File: config.mk
export PLATFORM = sky130hd
export DESIGN_NAME = apm_p_norm_round
export DESIGN_NICKNAME = d
export VERILOG_FILES = /design/src/rtl/apm_p_norm_round.sv
export SDC_FILE = /design/constraint.sdc
export NUM_CORES = 1
export LEC_CHECK = 0
export ABC_AREA = 1
export CORE_AREA = 3 3 125 127
export DETAILED_ROUTE_END_ITERATION = 6
export DIE_AREA = 0 0 128 130
export HOLD_SLACK_MARGIN = 0.1
export PLACE_DENSITY = 0.89
export RECOVER_POWER = 50
export SLEW_MARGIN = 10
export SYNTH_ARGS = -nofsm -noshare
export SYNTH_HDL_FRONTEND = slang
export SYNTH_SLANG_ARGS = --single-unit
File: constraint.sdc
create_clock -name clk -period 7.9 [get_ports clk]
set_clock_uncertainty 0.15 [all_clocks]
set_input_delay 0.79 -clock clk [delete_from_list [all_inputs] [get_ports clk]]
set_output_delay 0.79 -clock clk [all_outputs]
set_load 0.02 [all_outputs]
File: src/rtl/apm_p_norm_round.sv
// Normalise the APM P product, round RNE to MANT_W bits and adjust the exponent.
// 2-cycle latency; valid/ready pipeline, outputs hold while stalled, full throughput.
module apm_p_norm_round #(
    parameter int P_W      = 48,
    parameter int FRAC_POS = 46,
    parameter int MANT_W   = 24,
    parameter int EXP_W    = 8,
    parameter int TAG_W    = 4
) (
    input  logic               clk,
    input  logic               rst_n,
    input  logic               in_valid,
    output logic               in_ready,
    input  logic [P_W-1:0]     p_in,
    input  logic [EXP_W+1:0]   exp_in,
    input  logic [TAG_W-1:0]   tag_in,
    output logic               out_valid,
    input  logic               out_ready,
    output logic [MANT_W-1:0]  mant_out,
    output logic [EXP_W-1:0]   exp_out,
    output logic [TAG_W-1:0]   tag_out,
    output logic               zero,
    output logic               ovf,
    output logic               unf
);
    localparam int LZ_W    = $clog2(P_W + 1);
    localparam int EXP_MAX = (1 << EXP_W) - 2;

    logic               s1_v;
    logic [P_W-1:0]     s1_p;
    logic [EXP_W+1:0]   s1_exp;
    logic [TAG_W-1:0]   s1_tag;
    logic [LZ_W-1:0]    s1_lz;
    logic               s1_zero;
    logic               s2_rdy;
    logic [LZ_W-1:0]    lz;

    assign s2_rdy   = !out_valid || out_ready;
    assign in_ready = !s1_v || s2_rdy;

    // Highest set bit wins because later iterations overwrite earlier ones.
    always_comb begin
        lz = LZ_W'(P_W);
        for (int i = 0; i < P_W; i++) begin
            if (p_in[i]) lz = LZ_W'(P_W - 1 - i);
        end
    end

    always_ff @(posedge clk or negedge rst_n) begin
        if (!rst_n) begin
            s1_v    <= 1'b0;
            s1_p    <= '0;
            s1_exp  <= '0;
            s1_tag  <= '0;
            s1_lz   <= '0;
            s1_zero <= 1'b0;
        end else if (in_ready) begin
            s1_v <= in_valid;
            if (in_valid) begin
                s1_p    <= p_in;
                s1_exp  <= exp_in;
                s1_tag  <= tag_in;
                s1_lz   <= lz;
                s1_zero <= (p_in == '0);
            end
        end
    end

    logic [P_W-1:0]     n;
    logic [MANT_W-1:0]  m;
    logic               g;
    logic               s;
    logic               rnd_up;
    logic [MANT_W:0]    m_sum;
    logic               carry;
    logic [MANT_W-1:0]  mant_rnd;
    logic [EXP_W+1:0]   e_calc;
    logic               c_zero;
    logic               c_ovf;
    logic               c_unf;
    logic [MANT_W-1:0]  mant_c;
    logic [EXP_W-1:0]   exp_c;

    always_comb begin
        n        = s1_p << s1_lz;
        m        = n[P_W-1 -: MANT_W];
        g        = n[P_W-1-MANT_W];
        s        = |n[P_W-2-MANT_W:0];
        rnd_up   = g && (s || m[0]);
        m_sum    = {1'b0, m} + {{MANT_W{1'b0}}, rnd_up};
        carry    = m_sum[MANT_W];
        // On carry-out the low bits are already zero; only the hidden bit needs restoring.
        mant_rnd = carry ? {1'b1, {(MANT_W-1){1'b0}}} : m_sum[MANT_W-1:0];
        e_calc   = s1_exp + (EXP_W+2)'(P_W - 1 - FRAC_POS)
                 - (EXP_W+2)'(s1_lz) + (EXP_W+2)'(carry);
        c_zero   = s1_zero;
        c_ovf    = !c_zero && ($signed(e_calc) > $signed((EXP_W+2)'(EXP_MAX)));
        c_unf    = !c_zero && !c_ovf && ($signed(e_calc) < $signed((EXP_W+2)'(1)));
        mant_c   = (c_zero || c_ovf || c_unf) ? '0 : mant_rnd;
        if (c_zero || c_unf)
            exp_c = '0;
        else if (c_ovf)
            exp_c = '1;
        else
            exp_c = e_calc[EXP_W-1:0];
    end

    always_ff @(posedge clk or negedge rst_n) begin
        if (!rst_n) begin
            out_valid <= 1'b0;
            mant_out  <= '0;
            exp_out   <= '0;
            tag_out   <= '0;
            zero      <= 1'b0;
            ovf       <= 1'b0;
            unf       <= 1'b0;
        end else if (s2_rdy) begin
            out_valid <= s1_v;
            if (s1_v) begin
                mant_out <= mant_c;
                exp_out  <= exp_c;
                tag_out  <= s1_tag;
                zero     <= c_zero;
                ovf      <= c_ovf;
                unf      <= c_unf;
            end
        end
    end
endmodule

[After elaboration in Yosys (flattened, before gate mapping)]
Index checks and enable logic that the tools add are counted.
Storage, ports and cells
  latch bits: 0
  memory bits (writable): 0
  ROM bits: 0
  register bits after elaboration: 110
  output and inout bits: 41
  memories kept: 0
  bits of input ports: 66
  logic and storage cells: 90
Cells by class
  bitwise logic cells: 0
  divide/modulo/power cells: 0
  shift-type cells: 1
  order comparisons: 2
  $add $sub $neg: 4
  eq/ne operators: 0
  multiply operators: 0
  reductions and logical operators: 18
  mux-type cells: 52
Operators with widths (number)
  2-to-1 mux 6 bit: 45
  logical NOT 48 bit: 1
  2-to-1 mux 24 bit: 2
  left shift 48 x 6 -> 48 bit: 1
  adder 24 x 1 -> 25 bit: 1
  OR reduction 23 bit: 1
  2-to-1 mux 8 bit: 2
  2-to-1 mux 5 bit: 3
  adder 10 x 1 -> 10 bit: 1
  adder 10 x 1 -> 10 bit (second input constant): 1
  greater-than comparator 10 x 9 -> 1 bit (second input constant): 1
  < comparator 10 x 2 -> 1 bit (second input constant): 1
  subtractor 10 x 6 -> 10 bit: 1
  logical OR 1 bit: 6
  logical AND 1 bit: 4
  logical NOT 1 bit: 4
  AND reduction 2 bit: 2

[Depth between registers and ports, before layout]
Gate-level depths: netlist of the first run.
  depth after elaboration: 48
  gate-level depth with buffers: 49
  depth with buffers taken out: 49

[Worst setup path after synthesis of the first run]
Ideal clock, no wire load.
  path kind: reg2reg
  start point: register s1_lz[1]
  end point: register mant_out[22]
  library setup time: 0.083 ns
  slack: 2.163 ns
  required time: 7.667 ns
  period minus slack after synthesis: 5.737 ns
  arrival time: 5.504 ns
  stages on the path, launching flop included: 40
  path buffers: 3
  path through: dfrtp_1 buf_2 inv_2 buf_2 o21ai_1 o21ai_2 o21ai_1 a21oi_1 nand2_1 nor2_8 ha_1 nand2_1 nor3_2 nand2_1 nor2_1 inv_1 nor2_1 inv_2 [4 not listed] nor4_2 fa_1 ha_1 fa_1 a21oi_1 o21bai_1 a21oi_1 o21ai_0 a21oi_1 o21bai_1 xnor2_1 inv_1 a21oi_1 nand3_1 nor2_1 buf_2 o21ai_0 o21ai_0
On the way
  word-level cells in the longest chain between the ends: 13
  elaborated cells between the ends (all ways): 17
  those cells by class: 3 x add/sub; 2 x order compare; 1 x shift; 2 x mux; 9 x reduce/logical
RTL lines
  start: declaration: line 33  | logic [LZ_W-1:0] s1_lz;
  start signal: assignment: line 63  | s1_lz <= lz;
  left shift 48 x 6 -> 48 bit: line 85  | n = s1_p << s1_lz;
  OR reduction 23 bit: line 88  | s = |n[P_W-2-MANT_W:0];
  logical OR 1 bit: line 89  | rnd_up = g && (s || m[0]);
  logical AND 1 bit: line 89
  adder 24 x 1 -> 25 bit: line 90  | m_sum = {1'b0, m} + {{MANT_W{1'b0}}, rnd_up};
  adder 10 x 1 -> 10 bit: line 95  | - (EXP_W+2)'(s1_lz) + (EXP_W+2)'(carry);
  greater-than comparator 10 x 9 -> 1 bit: line 97  | c_ovf = !c_zero && ($signed(e_calc) > $signed((EXP_W+2)'(EXP_MAX)));
  logical AND 1 bit: line 97
  logical NOT 1 bit: line 98  | c_unf = !c_zero && !c_ovf && ($signed(e_calc) < $signed((EXP_W+2)'(1)));
  logical AND 1 bit (2 in series): line 98
  logical OR 1 bit: line 99  | mant_c = (c_zero || c_ovf || c_unf) ? '0 : mant_rnd;
  2-to-1 mux 24 bit (*): line 99
  end signal: assignment: line 120  | mant_out <= mant_c;
  end: declaration: line 19  | output logic [MANT_W-1:0] mant_out,
Every way passes the cells marked *; elsewhere a longest branch is shown, timed or not.
A chain may end at the register's enable or synchronous reset.

[Final worst setup path of the first run]
  start point: register s1_lz[0]
  end point: register mant_out[13]
Same word-level chain as after synthesis.

==> metrics.yaml, run 1 <==
cts:
  cts_setup_buffers: 0
  cts.sinks: 110
  root_buffer: "clkbuf_16"
  cts-buffers-inserted: 9
  cts_tree: "done"
  cts_hold_buf: 0
  cts_resized: 0
  htreeDepth: 3
  insertion_delay_ns: 0.35
  clkTransAtPathRegs_ns: 0.07
  clockBufferDepth: 2
yosys:
  synth_cell_type_count: 52
  yosysSeqAreaShare_pct: 33.23
  syn_avg_cell_area_sq_um: 6.584
  syn_area_sq_um: 8283
  synth_edf_count: 0
  synth_flop_cell: "dfrtp_1"
  ys_seq_elements: 110
  syn_nets: 1340
  yosys_warnings: 0
  synth_cells: 1258
  async_flop_share_pct: 100.0
grt:
  grt_antenna_before_repair: 0
  track_usage_pct: 26.67
  use_met1_pct: 35.75
  grt_max_degree: 101
  grt_busiest_layer: "met2"
  grt_pass1_vias: 7586
  use_met2_pct: 45.72
  grtUsageMet3_pct: 3.316
  grt-ovfl-total: 0
  grt_pass1_wl_um: 36230
routing:
  postRouteAntennaNets: 0
  wl_per_cell_um: 14.21
  drtIter0Drc: 788
  drc: 0
  first_pass_iters: 6
  vias_per_cell: 5.469
  routed_wirelength_um: 21470
  dr_total_vias: 8264
pwr:
  power_frac_clock_pct: 19.3
  internal-power_w: 0.001387
  ir_drop_uv: 122.0
  switchingPower_w: 0.001016
  p_comb_share_pct: 48.3
  seqPwrFrac_pct: 32.4
  leakage_nw: 4.680
  power_density_nw_per_um2: 249.0
  p_sw_share_pct: 42.27
worst_setup_path:
  critPathSlowestCell: "buf_4"
  cp_slowest_stage_delay_ns: 0.45
  cp_data_required_time_ns: 8.02
  arrival_ns: 7.31
  worst-path-max-fanout: 55
  critPathLaunchType: "flop"
  critical_path_class: "reg2reg"
  timing.rr.start: "s1_lz[0]"
  startpoint: "s1_lz[0]"
  endpoint_kind: "flop"
layout:
  drive_gt1_share_pct: 4.672
  fillers: 1298
  finalInstanceArea_sq_um: 9648
  multiInputGateArea_sq_um: 4703
  diodes: 0
  fin_nets: 1404
  mostFrequentLayoutCell: "nand2_1"
  regArea_sq_um: 2753
  final_util_pct: 66.38
  final_cell_mix: "433 x nand2_1, 151 x o21ai_0, 124 x inv_1"
  area_growth_pct: 16.48
placement:
  place.gp.congestion: 0.9957
  dp_hpwl_um: 16570
  portBuffers: 106
  place_area_sq_um: 9355
timing:
  fin_crit_ns: 7.187
  final_max_slew_viol_count: 162
  finalSetupViolations: 0
  period_share_pct: 90.98
  rsz0062_at_grt: "no"
  tightestPinTransition_ns: 2.928
  hold_viol: 0
  max_clock_freq_mhz: 139.1
  slew_headroom_pct: -95.18
  fin_setup_tns_ns: 0
hold_path:
  min_from: "mant_out[18]"
  holdCritPathClass: "reg2reg"
die:
  die_area_sq_um: 16640
  initial_core_util_pct: 56.99
  fp.dieH_um: 130
  ios: 107
  core_area_sq_um: 14530
  die_w_um: 128
  rows: 44
status:
  violations: "capacitance limit, slew limit"
  status: "finished with violations"
job:
  cap_violations: 3
[flip-flops by register name (all words and copies together), names as in the netlist]
register	flops
ovf	1
s1_p	48
zero	1
s1_v	1
exp_out	8
mant_out	24
s1_exp	10
unf	1
out_valid	1
s1_tag	4
c_zero	1
tag_out	4
s1_lz	6
[worst paths after layout]
path,cells after the start,slack (ns),to
worst max-delay path,40,0.71,mant_out[13]
worst min-delay path,2,0.32,mant_out[18]
worst max register to register,40,0.71,mant_out[13]
worst min register to register,2,0.32,mant_out[18]
max in group asynchronous,2,2.61,s1_lz[1]
min in group asynchronous,1,1.17,tag_out[2]
[routing by layer]
| layer | up-vias | part of all wire [%] | wire, um |
|---|---|---|---|
| met2 | 303 | 48 | 10220 |
| met5 | - | 0 | 0 |
| met3 | 42 | 5.6 | 1199 |
| met4 | 0 | 2.3 | 499 |
| li1 | 4214 | - | - |
| met1 | 3705 | 45 | 9554 |
[cell families after synthesis]
kind of cell	count (synthesis)	synth area share, %
AO/OA/AOI/OAI	305	20.65
XOR/XNOR	18	1.903
adder cells (fa/ha/maj)	16	2.598
buffers and inverters	202	10.08
flip-flops	110	33.23
multiplexers	20	2.417
AND/OR/NAND/NOR	587	29.12
[final cells by class]
class,count,area share [%]
inverters,134,5.213
flip-flops and latches,110,28.53
clock inverters,7,0.7651
multi-input cells,946,48.75
clock buffers,9,2.334
well taps,184,2.386
repair buffers,121,12.02
[power by group through the flow]
stage / logic (W) / clock network [W] / registers [W]
2_1_floorplan: 0.000650 / 0 / 0.000887
3_3_place_gp: 0.00113 / 0 / 0.000785
3_5_place_dp: 0.00115 / 0 / 0.000790
4_1_cts: 0.00116 / 0.000466 / 0.000780
5_1_grt: 0.00129 / 0.000491 / 0.000796
6_report: 0.00116 / 0.000463 / 0.000779
[worst max-delay path: cells and delay by family, from the launching register on]
kind,cells,cell delay (ns)
buffers and inverters,7,0.99
adders and majority gates,4,0.85
AOI/OAI and AO/OA,14,2.30
xor gates and xnor gates,1,0.23
and+or+nand+nor,14,2.18
DFF,1,0.36
[per-stage QoR]
stage / power (W) / hold WS, ns / setup WS [ns] / instances
after global placement: 0.001916 / 0.3091 / 0.8769 / 1495
after global routing: 0.002578 / 0.3535 / 0.01950 / 1511
after CTS: 0.002410 / 0.3312 / 0.3306 / 1511
after floorplan: 0.001537 / 0.3030 / 2.163 / 1258
after detailed placement: 0.001943 / 0.3154 / 0.4416 / 1495
final: 0.002403 / 0.3237 / 0.7127 / 1511
[cell usage after synthesis, drive strengths merged (5+ instances only)]
library cell,instances,area [sq um]
a21oi,34,173.9
a31oi,5,37.53
a32o,6,60.06
buf,35,207.7
clkbuf,33,123.9
dfrtp,110,2753
ha,14,175.2
inv,130,488.0
mux2i,20,200.2
nand2,434,1632
nand3,33,177.7
nand4,10,68.81
nor2,79,327.8
nor3,16,95.09
nor4,7,56.30
o211ai,5,37.54
o21a,7,52.55
o21ai,218,1121
o22ai,7,43.79
o31ai,6,45.04
xnor2,5,43.79
xor2,13,113.9
Power figures use the tool's default switching activity.
==> run 2, diff against run 1 <==
Settings changed: CTS_CLUSTER_DIAMETER set to 50.
==> results of run 2 <==
Same layout as run 1: the final DEF is identical, and so are final timing and power.
==> run 3, diff against run 2 <==
Settings changed: SKIP_LAST_GASP set to 1, TNS_END_PERCENT set to 50.
==> results of run 3 <==
Same layout as run 1: the final DEF is identical, and so are final timing and power.
